==> src/rtl/xbar_sched.sv <==
// xbar_sched: select-pattern sequencer for the distribution crossbar.
//
// Holds a CFG_DEPTH-entry table of crossbar select patterns. A run starts
// with i_start and walks the first num_cfg entries round-robin, presenting
// one pattern on o_mux_bus per accepted input vector. o_dist_valid follows
// each accepted vector by one cycle, matching the crossbar's registered
// output stage.
//
// Ports:
//   clk, rst        clock (rising edge) and synchronous active-low reset
//   i_cfg_wr_*      table write port (honoured only while idle)
//   i_cfg_num       active table entries for the next run (0 or >CFG_DEPTH -> CFG_DEPTH)
//   i_num_vec       vectors in the next run (0 -> immediate done)
//   i_start         start pulse (honoured only while idle)
//   i_data_valid    upstream vector present
//   o_data_ready    vector accepted this cycle when i_data_valid is also high
//   o_mux_bus       select pattern for the current beat, 0 outside a run
//   o_dist_valid    crossbar output holds a valid vector
//   o_busy, o_done  run in progress / one-cycle end-of-run pulse
//
// Handshake: a vector transfers on every rising edge where
// i_data_valid && o_data_ready. o_data_ready depends only on registered
// state, never on i_data_valid, and upstream may drop i_data_valid at will.
module xbar_sched #(
  parameter int NUM_PES   = 4,
  parameter int LOG2_PES  = 2,
  parameter int CFG_DEPTH = 4,
  parameter int LOG2_CFG  = 2
) (
  input  logic                         clk,
  input  logic                         rst,
  input  logic                         i_cfg_wr_en,
  input  logic [LOG2_CFG-1:0]          i_cfg_wr_addr,
  input  logic [LOG2_PES*NUM_PES-1:0]  i_cfg_wr_data,
  input  logic [LOG2_CFG:0]            i_cfg_num,
  input  logic [15:0]                  i_num_vec,
  input  logic                         i_start,
  input  logic                         i_data_valid,
  output logic                         o_data_ready,
  output logic [LOG2_PES*NUM_PES-1:0]  o_mux_bus,
  output logic                         o_dist_valid,
  output logic                         o_busy,
  output logic                         o_done
);

  localparam int SEL_W = LOG2_PES * NUM_PES;
  localparam logic [LOG2_CFG:0] FULL_CFG = (LOG2_CFG+1)'(CFG_DEPTH);

  typedef enum logic [1:0] {
    IDLE = 2'd0,
    RUN  = 2'd1,
    DONE = 2'd2
  } state_e;

  // state_q is the observable FSM state for external checkers.
  state_e              state_q, state_d;
  logic [LOG2_CFG-1:0] ptr_q, ptr_d;
  logic [15:0]         cnt_q, cnt_d;
  logic [LOG2_CFG:0]   num_cfg_q, num_cfg_d;
  logic [SEL_W-1:0]    table_q [CFG_DEPTH];
  logic [SEL_W-1:0]    table_d [CFG_DEPTH];
  logic                dist_valid_q, dist_valid_d;
  logic                handshake;

  always_comb begin
    state_d      = state_q;
    ptr_d        = ptr_q;
    cnt_d        = cnt_q;
    num_cfg_d    = num_cfg_q;
    table_d      = table_q;
    o_data_ready = 1'b0;
    o_busy       = 1'b0;
    o_done       = 1'b0;
    o_mux_bus    = '0;
    handshake    = 1'b0;

    case (state_q)
      IDLE: begin
        // The write lands in the same edge as start, so the run's first
        // table read (next cycle) already sees the new entry.
        if (i_cfg_wr_en) begin
          table_d[i_cfg_wr_addr] = i_cfg_wr_data;
        end
        if (i_start) begin
          if ((i_cfg_num == '0) || (i_cfg_num > FULL_CFG)) begin
            num_cfg_d = FULL_CFG;
          end else begin
            num_cfg_d = i_cfg_num;
          end
          cnt_d   = i_num_vec;
          ptr_d   = '0;
          state_d = (i_num_vec != 16'd0) ? RUN : DONE;
        end
      end

      RUN: begin
        o_busy       = 1'b1;
        o_data_ready = 1'b1;
        o_mux_bus    = table_q[ptr_q];
        handshake    = i_data_valid;
        if (handshake) begin
          if ({1'b0, ptr_q} == (num_cfg_q - 1'b1)) begin
            ptr_d = '0;
          end else begin
            ptr_d = ptr_q + 1'b1;
          end
          cnt_d = cnt_q - 16'd1;
          if (cnt_q == 16'd1) begin
            state_d = DONE;
          end
        end
      end

      DONE: begin
        o_done  = 1'b1;
        state_d = IDLE;
      end

      default: begin
        state_d = IDLE;
      end
    endcase

    // Crossbar output register is one cycle behind the accepted beat,
    // regardless of what the FSM does next.
    dist_valid_d = handshake;
  end

  assign o_dist_valid = dist_valid_q;

  always_ff @(posedge clk) begin
    if (!rst) begin
      state_q      <= IDLE;
      ptr_q        <= '0;
      cnt_q        <= '0;
      num_cfg_q    <= '0;
      dist_valid_q <= 1'b0;
      for (int i = 0; i < CFG_DEPTH; i++) begin
        table_q[i] <= '0;
      end
    end else begin
      state_q      <= state_d;
      ptr_q        <= ptr_d;
      cnt_q        <= cnt_d;
      num_cfg_q    <= num_cfg_d;
      dist_valid_q <= dist_valid_d;
      table_q      <= table_d;
    end
  end

endmodule

==> config.mk <==
export PLATFORM = sky130hd
export DESIGN_NAME = xbar_sched
export DESIGN_NICKNAME = d
export VERILOG_FILES = /design/src/rtl/xbar_sched.sv
export SDC_FILE = /design/constraint.sdc
export NUM_CORES = 1
export LEC_CHECK = 0
export CAP_MARGIN = 0
export CORE_UTILIZATION = 50
export CTS_CLUSTER_SIZE = 20
export DETAILED_ROUTE_END_ITERATION = 10
export GPL_TIMING_DRIVEN = 1
export PLACE_DENSITY = 0.77
export SLEW_MARGIN = 10
export SYNTH_ARGS = -nofsm -noshare
export SYNTH_HDL_FRONTEND = slang
export SYNTH_SLANG_ARGS = --single-unit
==> constraint.sdc <==
create_clock -name clk -period 3.04 [get_ports clk]
set_clock_uncertainty 0.15 [all_clocks]
set_input_delay 0.912 -clock clk [delete_from_list [all_inputs] [get_ports clk]]
set_output_delay 0.912 -clock clk [all_outputs]
set_load 0.01 [all_outputs]
Word level (Yosys, flattened, before mapping)
Index checks and enable logic that the tools add are counted.
{"block": "word_totals", "regBits": 56, "latch_bits": 0, "mem_bits_rw": 0, "mem_bits_ro": 0, "inputBits": 34, "word_cells": 58, "n_memories": 0}
{"block": "op_classes", "n_addsub": 3, "multipliers": 0, "div_mod_pow": 0, "n_lt_le_gt_ge": 4, "eq_ne": 7, "shifts": 0, "muxes": 22, "bitwise_logic": 2, "n_reduce_logical": 11}
{"op": "bitwise mux 32 bit", "count": 1}
{"op": "2-to-1 mux 16 bit", "count": 2}
{"op": "2-to-1 mux 8 bit", "count": 4}
{"op": "one-hot mux 16 bit (2 select lines)", "count": 1}
{"op": "binary-select mux 8 bit (select 2 bit)", "count": 1}
{"op": "demux 8 bit (select 2 bit)", "count": 1}
{"op": "equality test 16 x 1 -> 1 bit, second input constant", "count": 1}
{"op": "nonzero test 16 bit", "count": 1}
{"op": "subtractor 16 x 1 -> 16 bit, second input constant", "count": 1}
{"op": "2-to-1 mux 2 bit", "count": 7}
{"op": "one-hot mux 2 bit (2 select lines)", "count": 2}
{"op": "greater-or-equal comparator 3 bit, second input constant", "count": 2}
{"op": "!= test 2 bit, second input constant", "count": 3}
{"op": "inverter 2 -> 3 bit", "count": 2}
{"op": "AND reduction 2 bit", "count": 3}
{"op": "AND reduction 3 bit", "count": 2}
{"op": "equality test 2 x 3 -> 1 bit", "count": 1}
{"op": "greater-than comparator 3 bit, second input constant", "count": 1}
{"op": "logical NOT 3 bit", "count": 1}
{"op": "less-than comparator 3 x 1 -> 1 bit, second input constant", "count": 1}
{"op": "2-to-1 mux 3 bit", "count": 1}
{"op": "subtractor 3 x 1 -> 3 bit, second input constant", "count": 1}
{"op": "adder 2 x 1 -> 2 bit, second input constant", "count": 1}
{"op": "equality test 2 x 1 -> 1 bit, second input constant", "count": 1}
{"op": "6 further kinds", "count": 7}

Depth between registers and ports, before layout
{"block": "logic_depth", "word_depth": 6, "mapped_depth": 7, "depth_no_buf": 6}

Least setup slack after synthesis
No wires, ideal clock.
{"block": "synth_path", "path_kind": "register to output", "startpoint": "register ptr_q[1]", "endpoint": "output o_mux_bus[0]", "t_arrival_ns": 1.498, "setup_slack_ns": 0.480, "path_stages_with_launch": 4, "n_path_buf": 1, "cell_sequence": "dfxtp_1 -> buf_1 -> mux4_2 -> and2_1"}
{"block": "synth_between", "elab_chain_len": 5}
{"element": "from (decl)", "line_no": "57", "source": "logic [LOG2_CFG-1:0] ptr_q, ptr_d;"}
{"element": "from (signal assigned)", "line_no": "143", "source": "ptr_q <= ptr_d;"}
{"element": "inverter 2 -> 3 bit (implied by the code)", "line_no": "99", "source": "o_mux_bus = table_q[ptr_q];"}
{"element": "binary-select mux 8 bit (select 2 bit)", "line_no": "99"}
{"element": "2-to-1 mux 8 bit (implied by the code) (2 in series)", "line_no": "99"}
{"element": "2-to-1 mux 8 bit", "line_no": "77", "source": "case (state_q)"}
{"element": "to (decl)", "line_no": "40", "source": "output logic [LOG2_PES*NUM_PES-1:0] o_mux_bus,"}
No other way between the ends. The select of a mux whose other input is x is not followed.

Worst setup path in the final report
{"block": "layout_path", "startpoint": "register ptr_q[1]", "endpoint": "output o_mux_bus[2]"}
Same word-level chain as after synthesis.

==> reports/summary.log <==
[status] outcome completed
[setup_path] critical path's slowest cell clkdlybuf4s50_1
[synthesis] area fraction in compound gates after synthesis 0.119
[synthesis] cell taking the most area after synthesis dfxtp_1
[power_and_ir_drop] net switching power 0.000506 W
[synthesis] warnings from Yosys 0
[synthesis] simple-gate share of the synthesized area 0.264
[final_layout] Final Net Count 402
[cts] number of buffers created by CTS 5
[final_layout] final core utilization 0.663
[cts] hold_buf cts 0
[synthesis] mapped cell area 3000 um2
[synthesis] mux share of post-synthesis cell area 0.177
[cts] number of sinks driven by the clock tree 56
[cts] clock insertion delay at the later pin of the skew report 0.31 ns
[floorplan] total number of placement rows 27
[timing] f_max 336 MHz
[final_layout] fin cells 437
[setup_path] Worst Reg-to-Reg Cells 6
[place] Placed Instance Area 3590 um2
[detailed_routing] Via Count 2,575
[cts] CTS tree done
[power_and_ir_drop] leak pwr 1.49 nW
[global_route] number of global-route vias before repair 2,394
[power_and_ir_drop] clock group share of total power 0.295
[synthesis] number of nets in the synthesized netlist 357
[detailed_routing] Total Routed Length 6810 um
[timing] Least-Margin Pin Slew 0.550 ns
[global_route] global-route wire length before repair 11,500 um
[power_and_ir_drop] peak ir drop on the vdd network 337 uV
[synthesis] post-synthesis sequential area ratio 0.374
[place] placed cell count 427
[cts] Root Driver clkbuf_8
[floorplan] Die Y 79.5 um
[setup_path] peak per-stage delay on the critical path 0.48 ns
[synthesis] synthesized-area fraction occupied by adder cells 0.0167
[synthesis] total of flip-flops plus latches after synthesis 56
[floorplan] Chip Width 79.5 um
[timing] number of failing setup endpoints in the final timing report 0
[final_layout] register cell area after layout 1120 um2
[flow_run] MaxCap Viol Count 0
[synthesis] fraction of registers with async set or reset after synthesis 0
[floorplan] Ports 46
[synthesis] fraction of synthesized cell area in xor and xnor cells 0.00876
[final_layout] Multi-input gate area 1760 um2
[synthesis] top-count cell post-synth dfxtp_1
[detailed_routing] remaining design rule violation count 0
[detailed_routing] number of DRC violations after detailed-routing iteration 0 180
[place] RePlAce Congestion 0.866
[global_route] GRT Util Overall 0.232
[timing] final count of pins violating max slew 0
[synthesis] top cells by area in the synthesized netlist dfxtp_1 37%, mux2i_1 12%, nor2b_1 7.1%
[setup_path] CP Cell Sequence buf_4 -> mux4_2 -> and2_1 -> clkdlybuf4s50_1
[global_route] maximum number of pins on one net before global-route repair 59
[place] HPWL after detailed placement 4820 um
[floorplan] Die Area 6310 um2
[power_and_ir_drop] register share of total power 0.466
[global_route] initial antenna violation count 0
[synthesis] fraction of post-synthesis cell area in the top cell type by area 0.374
[global_route] total congestion overflow after global routing 0
[cts] Max Root-Sink Buffers 2
[detailed_routing] vias per std cell 5.89
[detailed_routing] antenna-violating nets left 0
[final_layout] layout cell share with drive strength beyond 1 0.110
[synthesis] largest family of logic cells by synthesized area simple AND/OR/NAND/NOR gates
[power_and_ir_drop] switching part of the total 0.284
[synthesis] Gate Count Post-Synth 319
[synthesis] synth unique cells 54
[cts] clock slew at the register clock pins of the worst setup and hold paths 0.09 ns
[synthesis] average cell area after synthesis 9.41 um2
[timing] Slew headroom 0.633
[detailed_routing] Pre-Repair DR Iteration Count 4
[timing] count of final hold-check violations 0
[setup_path] type of element launching the critical path flip-flop
[min_path] cell count of the worst hold path 2
[synthesis] commonest register cell after synthesis dfxtp_1
[setup_path] WP data required 1.98 ns
[synthesis] number of synthesized flops with an enable pin 0
[power_and_ir_drop] Pwr per Cell Area 477 nW/um2
[power_and_ir_drop] internal power summed over all cells 0.00128 W
[floorplan] initial core utilization 0.532
[setup_path] arrival time worst endpoint 1.91 ns
[power_and_ir_drop] Gate power share 0.239
[detailed_routing] routed len/inst 15.6 um
[floorplan] Core Region 5640 um2
[synthesis] top cells by instance count after synthesis 56 x dfxtp_1, 35 x mux2i_1, 34 x nor2b_1, 18 x nor2_1, 17 x clkbuf_1
[setup_path] maximum fanout along the worst path 3
[place] Port Buf Inserts 45
[setup_path] nature of the critical path endpoint primary output
[setup_path] class of the most critical setup path flip-flop to primary output
[min_path] worst min path class flip-flop to flip-flop
[final_layout] antenna cell count 0
[final_layout] fillers 459
[timing] Tcrit/Tclk final 0.979
[cts] H-tree Lvls 2
[final_layout] relative area change from synthesis to final layout 24.6%
[timing] min Tclk post-route 2.98 ns
[final_layout] post-route standard cell area excluding fillers 3740 um2
[path summary, 6_finish.rpt]
check,startpoint,endpoint,slack (ns)
hold / removal,num_cfg_q[1],num_cfg_q[1],0.33
hold reg to reg,num_cfg_q[1],num_cfg_q[1],0.33
setup / recovery,ptr_q[1],o_mux_bus[2],0.06
setup reg to reg,cnt_q[0],cnt_q[10],0.69
[cells by family after synthesis]
kind of cell             after synthesis
AND/OR/NAND/NOR                      132
flip-flops                            56
AO/OA/AOI/OAI                         51
multiplexers                          43
buffers and inverters                 30
adder cells (fa/ha/maj)                4
XOR/XNOR                               3
[layout by cell type, fill, tap and decap left out, types with 2 or more instances in the layout]
cell type / synthesis / layout
nor4_1: 9 / 9
o211ai_1: 2 / 2
ha_1: 4 / 4
and2_1: 11 / 11
nor2b_1: 34 / 34
a21boi_0: 4 / 4
or4_1: 4 / 4
and3_1: 2 / 2
o311a_1: 2 / 2
o31ai_1: 3 / 3
buf_12: 0 / 2
dlymetal6s2s_1: 0 / 3
and4_1: 3 / 3
xor2_1: 2 / 2
clkbuf_8: 0 / 7
nand2b_1: 4 / 4
nor3b_1: 4 / 4
o221ai_1: 2 / 2
clkdlybuf4s50_1: 0 / 42
nand4_1: 4 / 4
nand2_1: 8 / 8
nand3_1: 2 / 2
dfxtp_1: 56 / 55
a21oi_1: 9 / 9
or2_2: 3 / 3
buf_4: 1 / 15
nand3b_1: 4 / 4
or3_1: 2 / 2
a41oi_1: 2 / 2
o21ai_0: 12 / 12
inv_1: 6 / 6
nor2_1: 18 / 18
a31oi_1: 3 / 3
nor4b_1: 3 / 3
mux4_2: 8 / 8
nor3_1: 11 / 11
mux2i_1: 35 / 35
[timing repair]
action | in CTS | in global routing
pin swaps | 0 | 0
buffers inserted | 0 | 2
gates resized for setup | 2 | 3
setup endpoints to repair | 7 | 6
[critical path: cells and delay by family (launching register included)]
| kind | cells | cell delay, ns |
|---|---|---|
| buffers and inverters | 2 | 0.61 |
| muxes | 1 | 0.47 |
| DFF | 1 | 0.37 |
| and+or+nand+nor | 1 | 0.16 |
[routing by layer]
layer / vias up / global-route usage / part of all wire
met5: - / 0 / 0
met4: 0 / 0.0691 / 0.017
met3: 15 / 0.0411 / 0.060
met2: 82 / 0.370 / 0.47
met1: 1209 / 0.319 / 0.45
li1: 1269 / - / -
[power groups by stage]
stage	registers, W	logic, W	clock network (W)
after CTS	0.000831	0.000422	0.000534
after detailed placement	0.000848	0.000419	0
after global placement	0.000846	0.000413	0
after floorplan	0.000834	0.000279	0
after global routing	0.000840	0.000470	0.000568
final	0.000832	0.000426	0.000527
[final cells by class]
type                            instances  share of cell area
Multi-Input combinational cell        233               0.472
Sequential cell                        56               0.301
Tap cell                               72              0.0241
Clock buffer                            7              0.0258
Clock inverter                          1             0.00803
Timing Repair Buffer                   62               0.163
Inverter                                6             0.00602
[through the flow]
stage                      TNS (ns)  setup WS (ns)  power, W  hold slack [ns]
after detailed placement          0          0.217   0.00127            0.322
after floorplan                   0          0.480   0.00111            0.291
final                             0         0.0649   0.00178            0.329
after global placement            0          0.220   0.00126            0.304
after CTS                         0        0.00474   0.00179            0.335
after global routing      -0.000897      -0.000897   0.00188            0.369
[registers in the layout (all words and copies together), names as in the netlist]
register	cells
num_cfg_q	3
state_q	2
o_dist_valid	1
cnt_q	16
table_q	32
ptr_q	2
(Power assumes the default switching activity.)
==> RTL change 1: new RTL, config.mk and constraints unchanged <==
Reset style: asynchronous (`rst`), changed in one clocked block. Comments in the files are not updated.
--- a/src/rtl/xbar_sched.sv
+++ b/src/rtl/xbar_sched.sv
@@ -128,7 +128,7 @@
 
   assign o_dist_valid = dist_valid_q;
 
-  always_ff @(posedge clk) begin
+  always_ff @(posedge clk or negedge rst) begin
     if (!rst) begin
       state_q      <= IDLE;
       ptr_q        <= '0;
Function: differs if rst is asserted again (counterexample within 4 cycles, from zero or initial values and one cycle with rst low); with rst held inactive, the same outputs for 4 cycles.
==> RTL change 1 against the original RTL <==
Setup slack better by 0.059 ns. Area after synthesis is 1.5% lower. Sequential share of layout area is 8.0 points higher. Design area is 1.4% lower. Wire length is 4.7% lower. Global-route usage is 0.70 points lower. Sequential cell count stayed put. Critical path type unchanged.
Power is not compared: it rests on default switching activity, and its combinational part moved more than twofold at a synthesized area within 25%.
==> RTL change 1: results (changes against the original RTL) <==
[outcome]
run_status = finished, final reports clean

[global_routing]
grt_use_total_pct = 22.5  ; -0.70 points
grt_pass1_vias = 2208  ; -7.8%
grt_pass1_wl_um = 10700  ; -6.8%
grt_max_degree = 34  ; -42%
gr-usage-met3_pct = 2.99  ; -1.1 points
grt.met1_usage_pct = 32.5  ; +0.63 points
grtUsageMet2_pct = 35.7  ; -1.3 points

[finish]
multi_input_area_share_pct = 39.6  ; -7.6 points
fillers = 463  ; +0.87%
inverters_excl_clock = 8  ; +2
buffer_area_share_pct = 16.7  ; +0.40 points
drive_above_1_share_pct = 22.5  ; +12 points
clock_buffers = 6  ; -1
layout.area.seq_um2 = 1400  ; +25%
seq_cell_count = 56  ; unchanged
fin_util_pct = 65.8  ; -0.52 points
clk_share_pct = 2.41  ; -0.97 points
buffers = 63  ; +1.6%
final_nets = 362  ; -10%
multi_input_cells = 190  ; -18%

[worst_hold_path]
min_from = num_cfg_q[1]

[setup_path]
reg2reg_depth = 4  ; -2
crit_arrival_ns = 1.85  ; -0.06 ns
r2r_setup_slack_ns = 0.80  ; +0.11 ns
r2r_end = cnt_q[9]
rr_startpoint = cnt_q[0]
crit_path_max_fanout = 4  ; +1
critPathSlowestCell = mux4_2

[route]
drtIter0Drc = 190  ; +5.6%
wl_per_cell_um = 16.3  ; +4.9%
vias = 2288  ; -11%

[sta]
slew_headroom_pct = 64.0  ; +0.72 points

[synthesis]
yosys.cell_types.count = 46  ; -15%
synthArstFlopShare_pct = 100  ; +100 points
yosys.area_share.adder_pct = 1.69  ; +0.026 points
ys.flop_type = dfrtp_1
synthTopCellsByCount = 56 x dfrtp_1, 32 x mux2_2, 17 x nand2_1
synth_compound_area_share_pct = 11.5  ; -0.45 points
synth-xor-area-share_pct = 0.889  ; +0.014 points
synth_area_leaders = dfrtp_1 47%, mux2_2 12%, mux4_2 6.1%
synth_warnings = 0  ; unchanged
syn-num-nets = 307  ; -14%
yosysSeqAreaShare_pct = 47.4  ; +10 points
synthMuxAreaShare_pct = 19.0  ; +1.3 points

[clock_network]
insertion_delay_ns = 0.31  ; about the same
cts-root-buf = clkbuf_8

[placement]
dp_hpwl_um = 4560  ; -5.4%
gp_congestion = 0.859  ; -0.84%
place_area_um2 = 3540  ; -1.4%

RTL change 1: layer usage:
layer / part of all wire [%] / vias to the layer above
li1: - / 1107
met1: 47 / 1110
met2: 47 / 63
met3: 4.4 / 8
met4: 1.4 / 0
met5: 0 / -
RTL change 1: where the power goes:
| part | internal (W) | total, W | switching, W |
|---|---|---|---|
| Sequential | 0.000999 | 0.00121 | 0.000215 |
| Combinational | 0.000671 | 0.00113 | 0.000459 |
| Clock | 0.000164 | 0.000404 | 0.000239 |
| Total | 0.00183 | 0.00275 | 0.000913 |
RTL change 1: cells by family after synthesis:
group / after synthesis
flip-flops: 56
multiplexers: 42
adder cells (fa/ha/maj): 4
buffers and inverters: 23
AO/OA/AOI/OAI: 54
XOR/XNOR: 3
AND/OR/NAND/NOR: 87
RTL change 1: worst max-delay path by stage:
stage	end	cells after the start	slack, ns	start
2_1_floorplan	o_mux_bus[1]	3	0.40	ptr_q[0]
3_3_place_gp	o_mux_bus[4]	3	0.33	ptr_q[1]
3_5_place_dp	table_q[24]	5	0.26	i_cfg_wr_en
4_1_cts	o_mux_bus[4]	4	-0.03	ptr_q[0]
5_1_grt	o_mux_bus[1]	5	0.06	ptr_q[0]
6_report	o_mux_bus[1]	5	0.12	ptr_q[0]
RTL change 1: repair_timing:
action                     4_1_cts  5_1_grt
setup endpoints to repair        8        7
hold endpoints to repair         0        0
setup buffers                    0        5
resized for setup                1       10
RTL change 1: stage by stage:
stage | power (W) | std cells | hold WS [ns] | setup WS, ns
floorplan | 0.00190 | 269 | 0.300 | 0.404
global placement | 0.00228 | 384 | 0.320 | 0.328
detailed placement | 0.00231 | 384 | 0.341 | 0.256
CTS | 0.00271 | 392 | 0.362 | -0.0264
global route | 0.00294 | 397 | 0.380 | 0.0612
finish | 0.00275 | 397 | 0.351 | 0.124
==> RTL change 2: new RTL, same settings <==
Made on the original files. The parameter `CFG_DEPTH` goes from 4 to 8.
--- a/src/rtl/xbar_sched.sv
+++ b/src/rtl/xbar_sched.sv
@@ -24,7 +24,7 @@
 module xbar_sched #(
   parameter int NUM_PES   = 4,
   parameter int LOG2_PES  = 2,
-  parameter int CFG_DEPTH = 4,
+  parameter int CFG_DEPTH = 8,
   parameter int LOG2_CFG  = 2
 ) (
   input  logic                         clk,
Check against the original RTL: not equivalent (Yosys sat finds a counterexample within 4 cycles, from zero or initial values and one cycle with rst low).
==> RTL change 2 against the original RTL <==
Power down 12%. Global-route usage grew 1.6 points. Area after synthesis shrank 8.0%. Design area is 8.2% lower. Synthesized cell count fell by 6.6%. Sequential cell count shrank 3. Wire length about the same. Critical path type unchanged. Setup slack gained 0.13 ns. Count of clock-buffer cells in the layout down 1.
==> RTL change 2: results (changes against the original RTL) <==
[global_routing]
antenna_found_initial = 0  ; unchanged
grt_pass1_wl_um = 11600  ; +0.78%
grt_max_degree = 42  ; -29%
grt_use_total_pct = 24.9  ; +1.6 points

[clock_network]
cts-root-buf = clkbuf_8
clock_path_buffers = 2  ; unchanged
path_clk_slew_ns = 0.10
htree_levels = 2  ; unchanged
insertion_delay_ns = 0.31  ; about the same
cts_buffers = 5  ; unchanged
post_cts_buffers = 0  ; unchanged

[route]
totalWireLength_um = 6820  ; about the same
drt_pass1_iterations = 4  ; unchanged
vias = 2433  ; -5.5%
wl_per_cell_um = 16.5  ; +5.9%
drtIter0Drc = 173  ; -3.9%

[setup_path]
max_stage_delay_ns = 0.50  ; +0.02 ns
r2r_setup_slack_ns = 1.02  ; +0.33 ns
critPathSlowestCell = mux4_2
crit_path_max_fanout = 8  ; +5
path_delay_family = multiplexers
crit_arrival_ns = 1.78  ; -0.13 ns

[worst_hold_path]
min_path_type = flop to flop

[synthesis]
synth_warnings = 0  ; unchanged
syn-num-nets = 335  ; -6.2%
synth_area_leaders = dfxtp_1 38%, mux2i_1 12%, nor2_1 6.9%
yosys.cell_types.count = 57  ; +5.6%
syn_inst = 298  ; -6.6%
yosysSeqAreaShare_pct = 38.4  ; +1.1 points
synthTopCellsByCount = 53 x dfxtp_1, 51 x nor2_1, 33 x mux2i_1
synthArstFlopShare_pct = 0  ; unchanged
synth_top_area_cell = dfxtp_1

[placement]
io_buffers = 42  ; -6.7%
gp_congestion = 0.875  ; +1.1%
dp_hpwl_um = 4830  ; +0.14%
place_area_um2 = 3310  ; -7.6%
dp_cells = 405  ; -5.2%

[power_and_ir_drop]
p_leak_nw = 1.46  ; -1.8%
vdd_ir_drop_max_uv = 341  ; +1.4%

[finish]
top_regs = table_q: 32 flops, cnt_q: 16 flops
drive_above_1_share_pct = 12.5  ; +1.6 points
largest_reg_flops = 32  ; unchanged
fillers = 448  ; -2.4%
antenna_cells = 0  ; unchanged
final_nets = 379  ; -5.7%

[outcome]
run_status = finished, final reports clean

[sta]
slew_headroom_pct = 52.5  ; -11 points

==> RTL change 2: cell count changes after synthesis, sizes merged, moves of 4 or more <==
cell / change
a21boi: -4
nor2b: -33
nor4: +4
nor3: -7
clkbuf: -4
nor2: +33
or4: -4
==> RTL change 2: worst paths after layout <==
kind,from,to,depth (start not counted)
hold reg to reg,table_q[34],table_q[34],2
hold / removal,table_q[34],table_q[34],2
setup reg to reg,cnt_q[0],cnt_q[14],6
setup / recovery,ptr_q[0],o_mux_bus[5],4
==> RTL change 2: cell type report <==
cell class,count,area share [%]
Multi-Input combinational cell,216,46.1
Inverter,9,0.984
Clock buffer,6,2.41
Tap cell,70,2.55
Timing Repair Buffer,57,16.5
Sequential cell,53,30.9
Clock inverter,2,0.510
==> RTL change 2: power by group <==
part	total, W	switching, W	internal [W]
Clock	0.000430	0.000241	0.000190
Combinational	0.000357	0.000181	0.000176
Sequential	0.000781	0.0000468	0.000734
==> RTL change 2: worst register-to-register path: stages, from the launching register on <==
cell	delay, ns
dfxtp_1	0.35
inv_1	0.09
ha_1	0.20
or4b_4	0.52
and4bb_1	0.33
a21oi_1	0.09
o32ai_2	0.20
==> RTL change 2: cells by family (layout without fill, tap and decap cells) <==
kind of cell	count (synthesis)	after routing	share of synthesized area (%)
muxes	41	41	18.5
adders and majority gates	3	3	1.36
buffers and inverters	29	74	4.40
AOI/OAI and AO/OA	53	53	14.1
xor gates and xnor gates	1	1	0.317
and+or+nand+nor	118	118	22.8
DFF	53	53	38.4
==> RTL change 2: repair_timing <==
item / CTS / global route
gates resized for setup: 4 / 7
endpoints found under the setup margin: 5 / 6
hold buffers: 0 / 0
==> RTL change 2: through the flow <==
step	setup WS [ns]	utilization (%)	hold WS [ns]	total power, W
3_5_place_dp	0.295	63.6	0.334	0.00115
2_1_floorplan	0.453	-	0.305	0.00102
4_1_cts	0.00345	65.6	0.359	0.00158
5_1_grt	0.127	66.0	0.382	0.00166
3_3_place_gp	0.322	63.6	0.322	0.00114
6_report	0.198	66.0	0.352	0.00157
==> RTL change 2: per-layer routing <==
metal  up-vias  GRT usage [%]  routed length [um]
met5         -              0                   0
met4         0           9.23                 149
met3        15           4.31                 279
met2        62           41.7                3360
met1      1176           31.9                3020
li1       1180              -                   -
